**config.mk**
```make
export PLATFORM = sky130hd
export DESIGN_NAME = hazard_ctrl
export DESIGN_NICKNAME = d
export VERILOG_FILES = /design/src/rtl/hazard_ctrl.sv
export SDC_FILE = /design/constraint.sdc
export NUM_CORES = 1
export LEC_CHECK = 0
export BUFFER_PORTS_ARGS = -buffer_cell sky130_fd_sc_hd__clkbuf_2
export CAP_MARGIN = 10
export CORE_MARGIN = 5
export CORE_UTILIZATION = 42
export CTS_BUF_LIST = sky130_fd_sc_hd__clkbuf_8 sky130_fd_sc_hd__clkbuf_16
export CTS_CLUSTER_DIAMETER = 150
export CTS_CLUSTER_SIZE = 10
export DETAILED_ROUTE_END_ITERATION = 8
export PLACE_DENSITY_LB_ADDON = 0.15
export SYNTH_ARGS = -nofsm -noshare
export SYNTH_HDL_FRONTEND = slang
export SYNTH_SLANG_ARGS = --single-unit
```
**constraint.sdc**
```tcl
create_clock -name clk -period 1.7 [get_ports clk]
set_input_delay 0.255 -clock clk [delete_from_list [all_inputs] [get_ports clk]]
set_output_delay 0.255 -clock clk [all_outputs]
set_load 0.005 [all_outputs]
```
**src/rtl/hazard_ctrl.sv**
```systemverilog
// Load-use and control-transfer-shadow hazard control for the LC-3b 5-stage pipeline.
// Optional HAZARD_STATS_EN adds saturating bubble/squash event counters.
module hazard_ctrl #(
    parameter int unsigned SHADOW_DEPTH = 5,
    parameter int unsigned LOAD_BUBBLES = 1,
    parameter int unsigned LDI_BUBBLES  = 2
) (
    input  logic        clk,
    input  logic        reset,
    input  logic        stall,
    input  logic        if_id_valid,
    input  logic [15:0] if_id_ir,
    input  logic        id_ex_valid,
    input  logic [15:0] id_ex_ir,
    input  logic        branch_enable,
    output logic        gen_bubble,
    output logic        squash_id,
    output logic        shadow_busy
`ifdef HAZARD_STATS_EN
    ,
    output logic [15:0] bubble_count,
    output logic [15:0] squash_count
`endif
);

    // state   | meaning
    // IDLE    | no control transfer in flight
    // SHADOW  | bubbling behind a control transfer, count >= 2
    // RESOLVE | last shadow cycle, squash ID if the branch was taken
    typedef enum logic [1:0] {IDLE, SHADOW, RESOLVE} state_t;

    localparam logic [3:0] OP_BR  = 4'h0, OP_ADD = 4'h1, OP_LDB = 4'h2, OP_STB = 4'h3;
    localparam logic [3:0] OP_JSR = 4'h4, OP_AND = 4'h5, OP_LDR = 4'h6, OP_STR = 4'h7;
    localparam logic [3:0] OP_NOT = 4'h9, OP_LDI = 4'hA, OP_STI = 4'hB, OP_JMP = 4'hC;
    localparam logic [3:0] OP_SHF = 4'hD, OP_TRAP = 4'hF;

    state_t     state_q, state_d;
    logic [3:0] shadow_cnt_q, shadow_cnt_d;
    logic [2:0] load_cnt_q, load_cnt_d;
    logic       br_latch_q;

    logic [3:0] if_op, ex_op;
    logic [2:0] load_dr;
    logic       sr1_en, sr2_en, st_en;
    logic       id_is_load, load_hazard, ctrl_instr;
    logic       unused_ex_bits;

    assign if_op          = if_id_ir[15:12];
    assign ex_op          = id_ex_ir[15:12];
    assign load_dr        = id_ex_ir[11:9];
    assign unused_ex_bits = ^id_ex_ir[8:0];

    always_comb begin
        sr1_en = 1'b0;
        sr2_en = 1'b0;
        st_en  = 1'b0;
        case (if_op)
            OP_ADD, OP_AND: begin
                sr1_en = 1'b1;
                sr2_en = ~if_id_ir[5];
            end
            OP_NOT, OP_SHF, OP_LDB, OP_LDR, OP_JMP: sr1_en = 1'b1;
            OP_STB, OP_STR, OP_STI: begin
                sr1_en = 1'b1;
                st_en  = 1'b1;
            end
            OP_JSR:  sr1_en = ~if_id_ir[11];
            default: ;
        endcase
    end

    assign id_is_load  = id_ex_valid && (ex_op == OP_LDB || ex_op == OP_LDR || ex_op == OP_LDI);
    assign load_hazard = if_id_valid && id_is_load &&
                         ((sr1_en && if_id_ir[8:6]  == load_dr) ||
                          (sr2_en && if_id_ir[2:0]  == load_dr) ||
                          (st_en  && if_id_ir[11:9] == load_dr));
    assign ctrl_instr  = if_id_valid && (if_id_ir != 16'h0000) &&
                         (if_op == OP_BR || if_op == OP_JMP || if_op == OP_JSR || if_op == OP_TRAP);

    always_ff @(posedge clk or posedge reset) begin
        if (reset) begin
            state_q      <= IDLE;
            shadow_cnt_q <= 4'd0;
            load_cnt_q   <= 3'd0;
            br_latch_q   <= 1'b0;
        end else if (!stall) begin
            state_q      <= state_d;
            shadow_cnt_q <= shadow_cnt_d;
            load_cnt_q   <= load_cnt_d;
            br_latch_q   <= branch_enable;
        end
    end

    always_comb begin
        state_d      = state_q;
        shadow_cnt_d = shadow_cnt_q;
        load_cnt_d   = load_cnt_q;
        if (ctrl_instr) begin
            state_d      = SHADOW;
            shadow_cnt_d = 4'(SHADOW_DEPTH);
        end else begin
            case (state_q)
                SHADOW: begin
                    if (shadow_cnt_q != 4'd0) shadow_cnt_d = shadow_cnt_q - 4'd1;
                    if (shadow_cnt_q <= 4'd2) state_d = RESOLVE;
                end
                RESOLVE: begin
                    shadow_cnt_d = 4'd0;
                    state_d      = IDLE;
                end
                default: ;
            endcase
        end
        // A hazard seen while bubbles are still pending does not extend the run.
        if (load_cnt_q != 3'd0)
            load_cnt_d = load_cnt_q - 3'd1;
        else if (load_hazard)
            load_cnt_d = (ex_op == OP_LDI) ? 3'(LDI_BUBBLES - 1) : 3'(LOAD_BUBBLES - 1);
    end

    always_comb begin
        gen_bubble  = 1'b0;
        squash_id   = 1'b0;
        shadow_busy = !reset && (shadow_cnt_q != 4'd0);
        if (!reset && !stall) begin
            gen_bubble = (load_cnt_q != 3'd0) || load_hazard || (state_q == SHADOW);
            squash_id  = (state_q == RESOLVE) && br_latch_q;
        end
    end

`ifdef HAZARD_STATS_EN
    always_ff @(posedge clk or posedge reset) begin
        if (reset) begin
            bubble_count <= 16'h0000;
            squash_count <= 16'h0000;
        end else begin
            if (gen_bubble && bubble_count != 16'hFFFF) bubble_count <= bubble_count + 16'h0001;
            if (squash_id && squash_count != 16'hFFFF) squash_count <= squash_count + 16'h0001;
        end
    end
`endif

endmodule

```
Word-level counts from Yosys, hierarchy flattened --
Cells that the tools add are included.
Operators by class: eq/ne operators 22, $lt $le $gt $ge 1, multiplexer cells 14, div/mod/pow operators 0, bitwise gates (word level) 3, $add $sub $neg 2, multipliers 0, shift operators 0, reductions and logical operators 34
Operators with widths (number):
- 4-bit equality test (second input constant) | 6
- 4-bit by 3-bit equality test with 1-bit output (second input constant) | 5
- 16-bit nonzero test | 1
- 4-bit by 2-bit equality test with 1-bit output (second input constant) | 3
- 1-bit logical AND | 11
- 10-bit OR reduction | 1
- 3-bit equality test | 3
- 1-bit logical OR | 9
- 4-bit two-way mux | 2
- 4-bit one-hot mux with 2 select lines | 1
- 3-bit two-way mux | 2
- 3-bit inequality test (second input constant) | 2
- 3-bit AND reduction | 2
- 3-bit nonzero test | 2
- 1-bit two-way mux | 5
- 4-bit by 1-bit equality test with 1-bit output (second input constant) | 1
- 4-bit by 2-bit less-or-equal comparator with 1-bit output (second input constant) | 1
- 4-bit logical NOT | 1
- 2-bit two-way mux | 2
- 2-bit one-hot mux with 2 select lines | 1
- 4-bit nonzero test | 1
- 4-bit by 1-bit subtractor with 4-bit output (second input constant) | 1
- 1-bit inverter | 3
- 3-bit OR reduction | 1
- other kinds (8) | 9
Storage, ports and cells: bits in read-only memories 0, register bits after elaboration 10, bits in latches 0, memory bits (writable) 0, memories kept 0, input bits 38, word-level logic and storage cells 80

Longest topological paths before layout --
word-level depth 10, depth in mapped cells 7

Worst setup path before layout --
No wires, ideal clock.
path kind register to register, start point register shadow_cnt_q[0], end point register shadow_cnt_q[0], setup slack 0.035 ns, stages on the path, launching flop included 7, data required time 1.575 ns, buffers on the path 0, library setup time 0.125 ns, arrival time 1.540 ns, cells stage by stage dfrtp_1 -> inv_1 -> ha_1 -> nor3b_1 -> o31ai_1 -> a41oi_2 -> mux2_4
Between the ends: word-level cells in the longest chain between the ends 4, elaborated cells on any way between the ends 7
RTL lines:
- from (decl) | RTL line 38 | logic [3:0] shadow_cnt_q, shadow_cnt_d;
- from (signal assigned) | RTL line 88 | shadow_cnt_q <= shadow_cnt_d;
- 4-bit by 1-bit subtractor with 4-bit output | RTL line 104 | if (shadow_cnt_q != 4'd0) shadow_cnt_d = shadow_cnt_q - 4'd1;
- 4-bit two-way mux | RTL line 104
- 4-bit one-hot mux with 2 select lines | RTL line 102 | case (state_q)
- 4-bit two-way mux | RTL line 98 | if (ctrl_instr) begin
Several ways; a longest one is shown, not always the timed one. The select of a mux whose other input is x is not followed. A chain may end at the register's enable or synchronous reset.

Worst setup path after layout --
start point input port if_id_ir[15], end point output port gen_bubble
Between the ends: word-level cells in the longest chain between the ends 10, elaborated cells on any way between the ends 26
RTL lines:
- from (decl) | RTL line 12 | input logic [15:0] if_id_ir,
- 4-bit equality test (tied with other cells) | RTL line 57 | case (if_op)
- 10-bit OR reduction (no source line) or 2-bit OR reduction (tied branches)
- 1-bit one-hot mux with 2 select lines or 1-bit two-way mux (tied branches) | RTL line 57
- 1-bit logical AND (on tied branches) | RTL line 74, 75
- 1-bit logical OR | RTL line 74 | ((sr1_en && if_id_ir[8:6] == load_dr) ||
- 1-bit logical OR * | RTL line 75 | (sr2_en && if_id_ir[2:0] == load_dr) ||
- 1-bit logical AND * | RTL line 73 | assign load_hazard = if_id_valid && id_is_load &&
- 1-bit logical OR * (2 in a row) | RTL line 126 | gen_bubble = (load_cnt_q != 3'd0) || load_hazard || (state_q == SHADOW);
- 1-bit two-way mux * | RTL line 125 | if (!reset && !stall) begin
- to (decl) | RTL line 16 | output logic gen_bubble,
Mark *: on every way between the ends. The rest lies on a longest branch, timed or not.

==> impl_metrics.prom <==
# TYPE chip_impl_metric gauge
chip_impl_metric{name="fp.dieArea",unit="um2"} 3220
chip_impl_metric{name="cpPeakStageDelay",unit="ps"} 280
chip_impl_metric{name="synthMuxAreaShare",unit="%"} 2.86
chip_impl_metric{name="post-route-min-period",unit="ps"} 1640
chip_impl_metric{name="slew_headroom",unit="%"} 73.8
chip_impl_metric{name="max_cap_viol_count",unit=""} 0
chip_impl_metric{name="cts_made_buffers",unit=""} 3
chip_impl_metric{name="maxClockFrequency",unit="MHz"} 608
chip_impl_metric{name="initial_utilization",unit="%"} 42.7
chip_impl_info{name="tritoncts_clock_tree",value="done"} 1
chip_impl_metric{name="post-route-cell-area",unit="um2"} 1320
chip_impl_metric{name="yosys_warnings",unit=""} 0
chip_impl_metric{name="num_io_pins",unit=""} 41
chip_impl_metric{name="num_antenna_cells",unit=""} 0
chip_impl_metric{name="synth_adder_area_share",unit="%"} 6.82
chip_impl_metric{name="finClkSkew",unit="ps"} 2.02
chip_impl_info{name="grt_setup_unrepaired",value="yes"} 1
chip_impl_metric{name="regToRegSetupSlack",unit="ps"} 100
chip_impl_metric{name="drt_pre_antenna_iters",unit=""} 4
chip_impl_metric{name="route.vias.total",unit=""} 998
chip_impl_info{name="worstSetupPathType",value="input port to output port"} 1
chip_impl_info{name="clockRootBuffer",value="sky130_fd_sc_hd__clkbuf_8"} 1
chip_impl_info{name="critPathSlowestCell",value="sky130_fd_sc_hd__a211oi_1"} 1
chip_impl_metric{name="post-layout-total-power",unit="W"} 0.00164
chip_impl_info{name="critical_path.endpoint_type",value="output port"} 1
chip_impl_metric{name="drtAntennaViolNets",unit=""} 0
chip_impl_metric{name="wire_per_inst",unit="um"} 13.5
chip_impl_info{name="crit-reg2reg-capture",value="shadow_cnt_q[0]"} 1
chip_impl_metric{name="finalMaxSlewViolations",unit=""} 0
chip_impl_metric{name="first_global_vias",unit=""} 1021
chip_impl_metric{name="drt_first_iter_violations",unit=""} 46
chip_impl_metric{name="cellPowerDensity",unit="nW/um2"} 1240
chip_impl_info{name="cpLargestDelayFamily",value="compound AO/OA/AOI/OAI gates"} 1
chip_impl_info{name="worst_setup_path_start_kind",value="input port"} 1
chip_impl_metric{name="yosys.area_share.xor_xnor",unit="%"} 8.59
chip_impl_info{name="crit_path_cell_trace",value="clkbuf_2, nand2b_1, a211oi_1, o221ai_2, a21boi_2, a211oi_2, clkbuf_2"} 1
chip_impl_metric{name="initial_antenna_violation_count",unit=""} 0
chip_impl_metric{name="ctsLongestPathBuffers",unit=""} 2
chip_impl_metric{name="placement.io_buffers",unit=""} 31
chip_impl_metric{name="total_leakage_power",unit="nW"} 0.610
chip_impl_metric{name="clock_insertion_delay_worst_skew",unit="ps"} 240
chip_impl_info{name="status",value="finished clean"} 1
chip_impl_metric{name="nFillCells",unit=""} 208
chip_impl_metric{name="gr_ovfl_total",unit=""} 0
chip_impl_metric{name="syn_area",unit="um2"} 917
chip_impl_metric{name="synth-seq-cells",unit=""} 10
chip_impl_metric{name="placement_rows",unit=""} 17
chip_impl_metric{name="vdd_ir_drop_max",unit="mV"} 0.930
chip_impl_metric{name="fraction_of_final_layout_cells_with_drive_strength_greater_than_1",unit="%"} 41.7
chip_impl_info{name="hold_path_class",value="input port to asynchronous set/reset pin"} 1
chip_impl_metric{name="cts.sink_count",unit=""} 10
chip_impl_metric{name="post_synth_num_cell_types",unit=""} 36
chip_impl_metric{name="cp.arrival",unit="ps"} 1390
chip_impl_metric{name="synth.avg_cell_area",unit="um2"} 8.57
chip_impl_metric{name="worstMarginPinSlew",unit="ps"} 393
chip_impl_metric{name="setup_viol",unit=""} 0
chip_impl_metric{name="route.detailed.vias_per_inst",unit=""} 5.42
chip_impl_metric{name="post-route-drc-count",unit=""} 0
chip_impl_info{name="synth_top_family_by_area",value="simple AND/OR/NAND/NOR gates"} 1
chip_impl_metric{name="synthSimpleGateAreaFrac",unit="%"} 28.9
chip_impl_metric{name="utilization",unit="%"} 61.6
chip_impl_metric{name="synth_cells",unit=""} 107
chip_impl_metric{name="post_detailed_routing_wire_length",unit="um"} 2490
chip_impl_metric{name="grt_pass1_wl",unit="um"} 4170
chip_impl_metric{name="worstRegToRegCells",unit=""} 6
chip_impl_metric{name="cts_htree_levels",unit=""} 1
chip_impl_metric{name="placeableCoreArea",unit="um2"} 2150
chip_impl_metric{name="worstPathBufferInverterCount",unit=""} 2
chip_impl_metric{name="critical_path_peak_fanout",unit=""} 6
chip_impl_metric{name="setup_tns",unit="ps"} 0
chip_impl_metric{name="finalHoldViolations",unit=""} 0
chip_impl_info{name="most_common_cell_on_crit_path",value="sky130_fd_sc_hd__clkbuf_2"} 1
chip_impl_metric{name="critical_path_required",unit="ps"} 1440
chip_impl_metric{name="worst_setup_hold_path_clk_slew",unit="ps"} 50
chip_impl_metric{name="grtUsageTotal",unit="%"} 15.9
chip_impl_metric{name="grt_max_degree",unit=""} 11
chip_impl_info{name="rr_startpoint",value="shadow_cnt_q[0]"} 1
chip_impl_metric{name="area_growth",unit="%"} 44.3
chip_impl_metric{name="place_area",unit="um2"} 1200
chip_impl_metric{name="place_congestion",unit=""} 0.791
chip_impl_metric{name="final_nets",unit=""} 200
chip_impl_metric{name="hpwl_after_detailed_placement",unit="um"} 1960
chip_impl_metric{name="synth-compound-area-share",unit="%"} 22.2
chip_impl_metric{name="die_width",unit="um"} 56.7
chip_impl_metric{name="syn_nets",unit=""} 150
chip_impl_metric{name="period_share",unit="%"} 96.8
chip_impl_metric{name="dieHeight",unit="um"} 56.7
chip_impl_metric{name="synth.yosys.seq_area_share",unit="%"} 27.3
chip_impl_metric{name="total_of_hold_buffers_inserted_after_clock_tree_synthesis",unit=""} 0
## Yosys cell counts
cell type                    n  area share [%]
sky130_fd_sc_hd__a211oi_1    3             2.5
sky130_fd_sc_hd__a21boi_2    1             1.2
sky130_fd_sc_hd__a21oi_1     4             2.2
sky130_fd_sc_hd__a31o_2      1            0.96
sky130_fd_sc_hd__a41oi_2     1             1.8
sky130_fd_sc_hd__and3_1      2             1.4
sky130_fd_sc_hd__clkbuf_1    1            0.41
sky130_fd_sc_hd__dfrtp_1    10              27
sky130_fd_sc_hd__ha_1        5             6.8
sky130_fd_sc_hd__inv_1       7             2.9
sky130_fd_sc_hd__mux2_2      1             1.2
sky130_fd_sc_hd__mux2_4      1             1.6
sky130_fd_sc_hd__nand2_1     9             3.7
sky130_fd_sc_hd__nand2b_1    4             2.7
sky130_fd_sc_hd__nand3_1     2             1.1
sky130_fd_sc_hd__nand3b_1    1            0.82
sky130_fd_sc_hd__nand4_1     5             3.4
sky130_fd_sc_hd__nand4b_1    1            0.96
sky130_fd_sc_hd__nor2_1      8             3.3
sky130_fd_sc_hd__nor2b_1     2             1.4
sky130_fd_sc_hd__nor3_1      2             1.1
sky130_fd_sc_hd__nor3b_1     2             1.6
sky130_fd_sc_hd__nor4_1      4             2.7
sky130_fd_sc_hd__nor4b_1     2             1.9
sky130_fd_sc_hd__o2111ai_1   1            0.96
sky130_fd_sc_hd__o211ai_1    2             1.6
sky130_fd_sc_hd__o21ai_0     6             3.3
sky130_fd_sc_hd__o221ai_1    1            0.96
sky130_fd_sc_hd__o221ai_2    1             1.6
sky130_fd_sc_hd__o31ai_1     3             2.5
sky130_fd_sc_hd__o32ai_1     1            0.96
sky130_fd_sc_hd__o41ai_2     1             1.8
sky130_fd_sc_hd__or3_1       1            0.68
sky130_fd_sc_hd__or3b_2      1            0.96
sky130_fd_sc_hd__or4bb_1     1             1.2
sky130_fd_sc_hd__xnor2_1     9             8.6
## logic make-up after synthesis
kind of cell,after synthesis
compound gates,26
xor+xnor,9
fa+ha+maj,5
buf+inv,8
flops,10
mux,2
simple gates,47
## final cells by class
type	instances	area [um2]	area share (%)
inverters	7	26.3	1.98
repair buffers	46	268	20.2
well taps	28	35.0	2.65
flip-flops and latches	10	250	18.9
clock buffers	4	55.1	4.16
multi-input cells	89	689	52.1
## worst max path at each step
stage	end	cells past startpoint	from	slack, ps
2_1_floorplan	shadow_cnt_q[0]	6	shadow_cnt_q[0]	30
3_3_place_gp	shadow_cnt_q[0]	6	shadow_cnt_q[0]	-4
3_5_place_dp	shadow_cnt_q[0]	6	shadow_cnt_q[0]	-30
4_1_cts	shadow_cnt_q[1]	7	shadow_cnt_q[0]	9
5_1_grt	gen_bubble	7	if_id_ir[13]	-30
6_report	gen_bubble	7	if_id_ir[15]	60
## cells in the final DEF, fill, tap and decap left out, types with 2 or more instances in the layout
| cell type | synthesis | layout |
|---|---|---|
| sky130_fd_sc_hd__and3_1 | 2 | 2 |
| sky130_fd_sc_hd__nand3_1 | 2 | 2 |
| sky130_fd_sc_hd__nor2_1 | 8 | 7 |
| sky130_fd_sc_hd__nand2b_1 | 4 | 3 |
| sky130_fd_sc_hd__ha_1 | 5 | 5 |
| sky130_fd_sc_hd__nor3_1 | 2 | 2 |
| sky130_fd_sc_hd__nand4_1 | 5 | 5 |
| sky130_fd_sc_hd__a211oi_1 | 3 | 2 |
| sky130_fd_sc_hd__dfrtp_1 | 10 | 10 |
| sky130_fd_sc_hd__inv_1 | 7 | 7 |
| sky130_fd_sc_hd__nor4_1 | 4 | 4 |
| sky130_fd_sc_hd__a21oi_1 | 4 | 4 |
| sky130_fd_sc_hd__o211ai_1 | 2 | 2 |
| sky130_fd_sc_hd__nor2b_1 | 2 | 2 |
| sky130_fd_sc_hd__o31ai_1 | 3 | 2 |
| sky130_fd_sc_hd__clkbuf_8 | 0 | 4 |
| sky130_fd_sc_hd__nand2_1 | 9 | 9 |
| sky130_fd_sc_hd__o21ai_0 | 6 | 6 |
| sky130_fd_sc_hd__buf_4 | 0 | 15 |
| sky130_fd_sc_hd__xnor2_1 | 9 | 9 |
| sky130_fd_sc_hd__clkbuf_2 | 0 | 31 |
## stage by stage
stage                     cells  setup WS (ps)  hold WS [ps]
after floorplan             107           34.9          95.2
after global placement      178          -4.28           272
after detailed placement    178          -26.7           284
after CTS                   184           9.42          29.6
after global routing        184          -28.9          86.9
final                       184           55.1          53.2
## per-layer routing
layer | share of wire, % | up-vias | GRT usage, %
met5 | 0 | - | 0
met4 | 1.8 | 0 | 6.95
met3 | 5.1 | 6 | 2.99
met2 | 51 | 24 | 29.0
met1 | 42 | 464 | 17.7
li1 | - | 504 | -
## what timing repair did
item | CTS | global route
pin swaps | 0 | 4
gates resized for setup | 2 | 8
setup endpoints to repair | 4 | 6
endpoints found under the hold margin | 0 | 0
setup buffers | 2 | 0
## registers in the layout, summed over array words and instances (netlist names)
name,cells
state_q,2
shadow_cnt_q,4
br_latch_q,1
load_cnt_q,3
## report_power, final
part	internal, W	total, W	switching (W)
Sequential	0.000344	0.000438	0.0000941
Clock	0.000205	0.000310	0.000105
Combinational	0.000472	0.000889	0.000418
(Power assumes the default switching activity.)
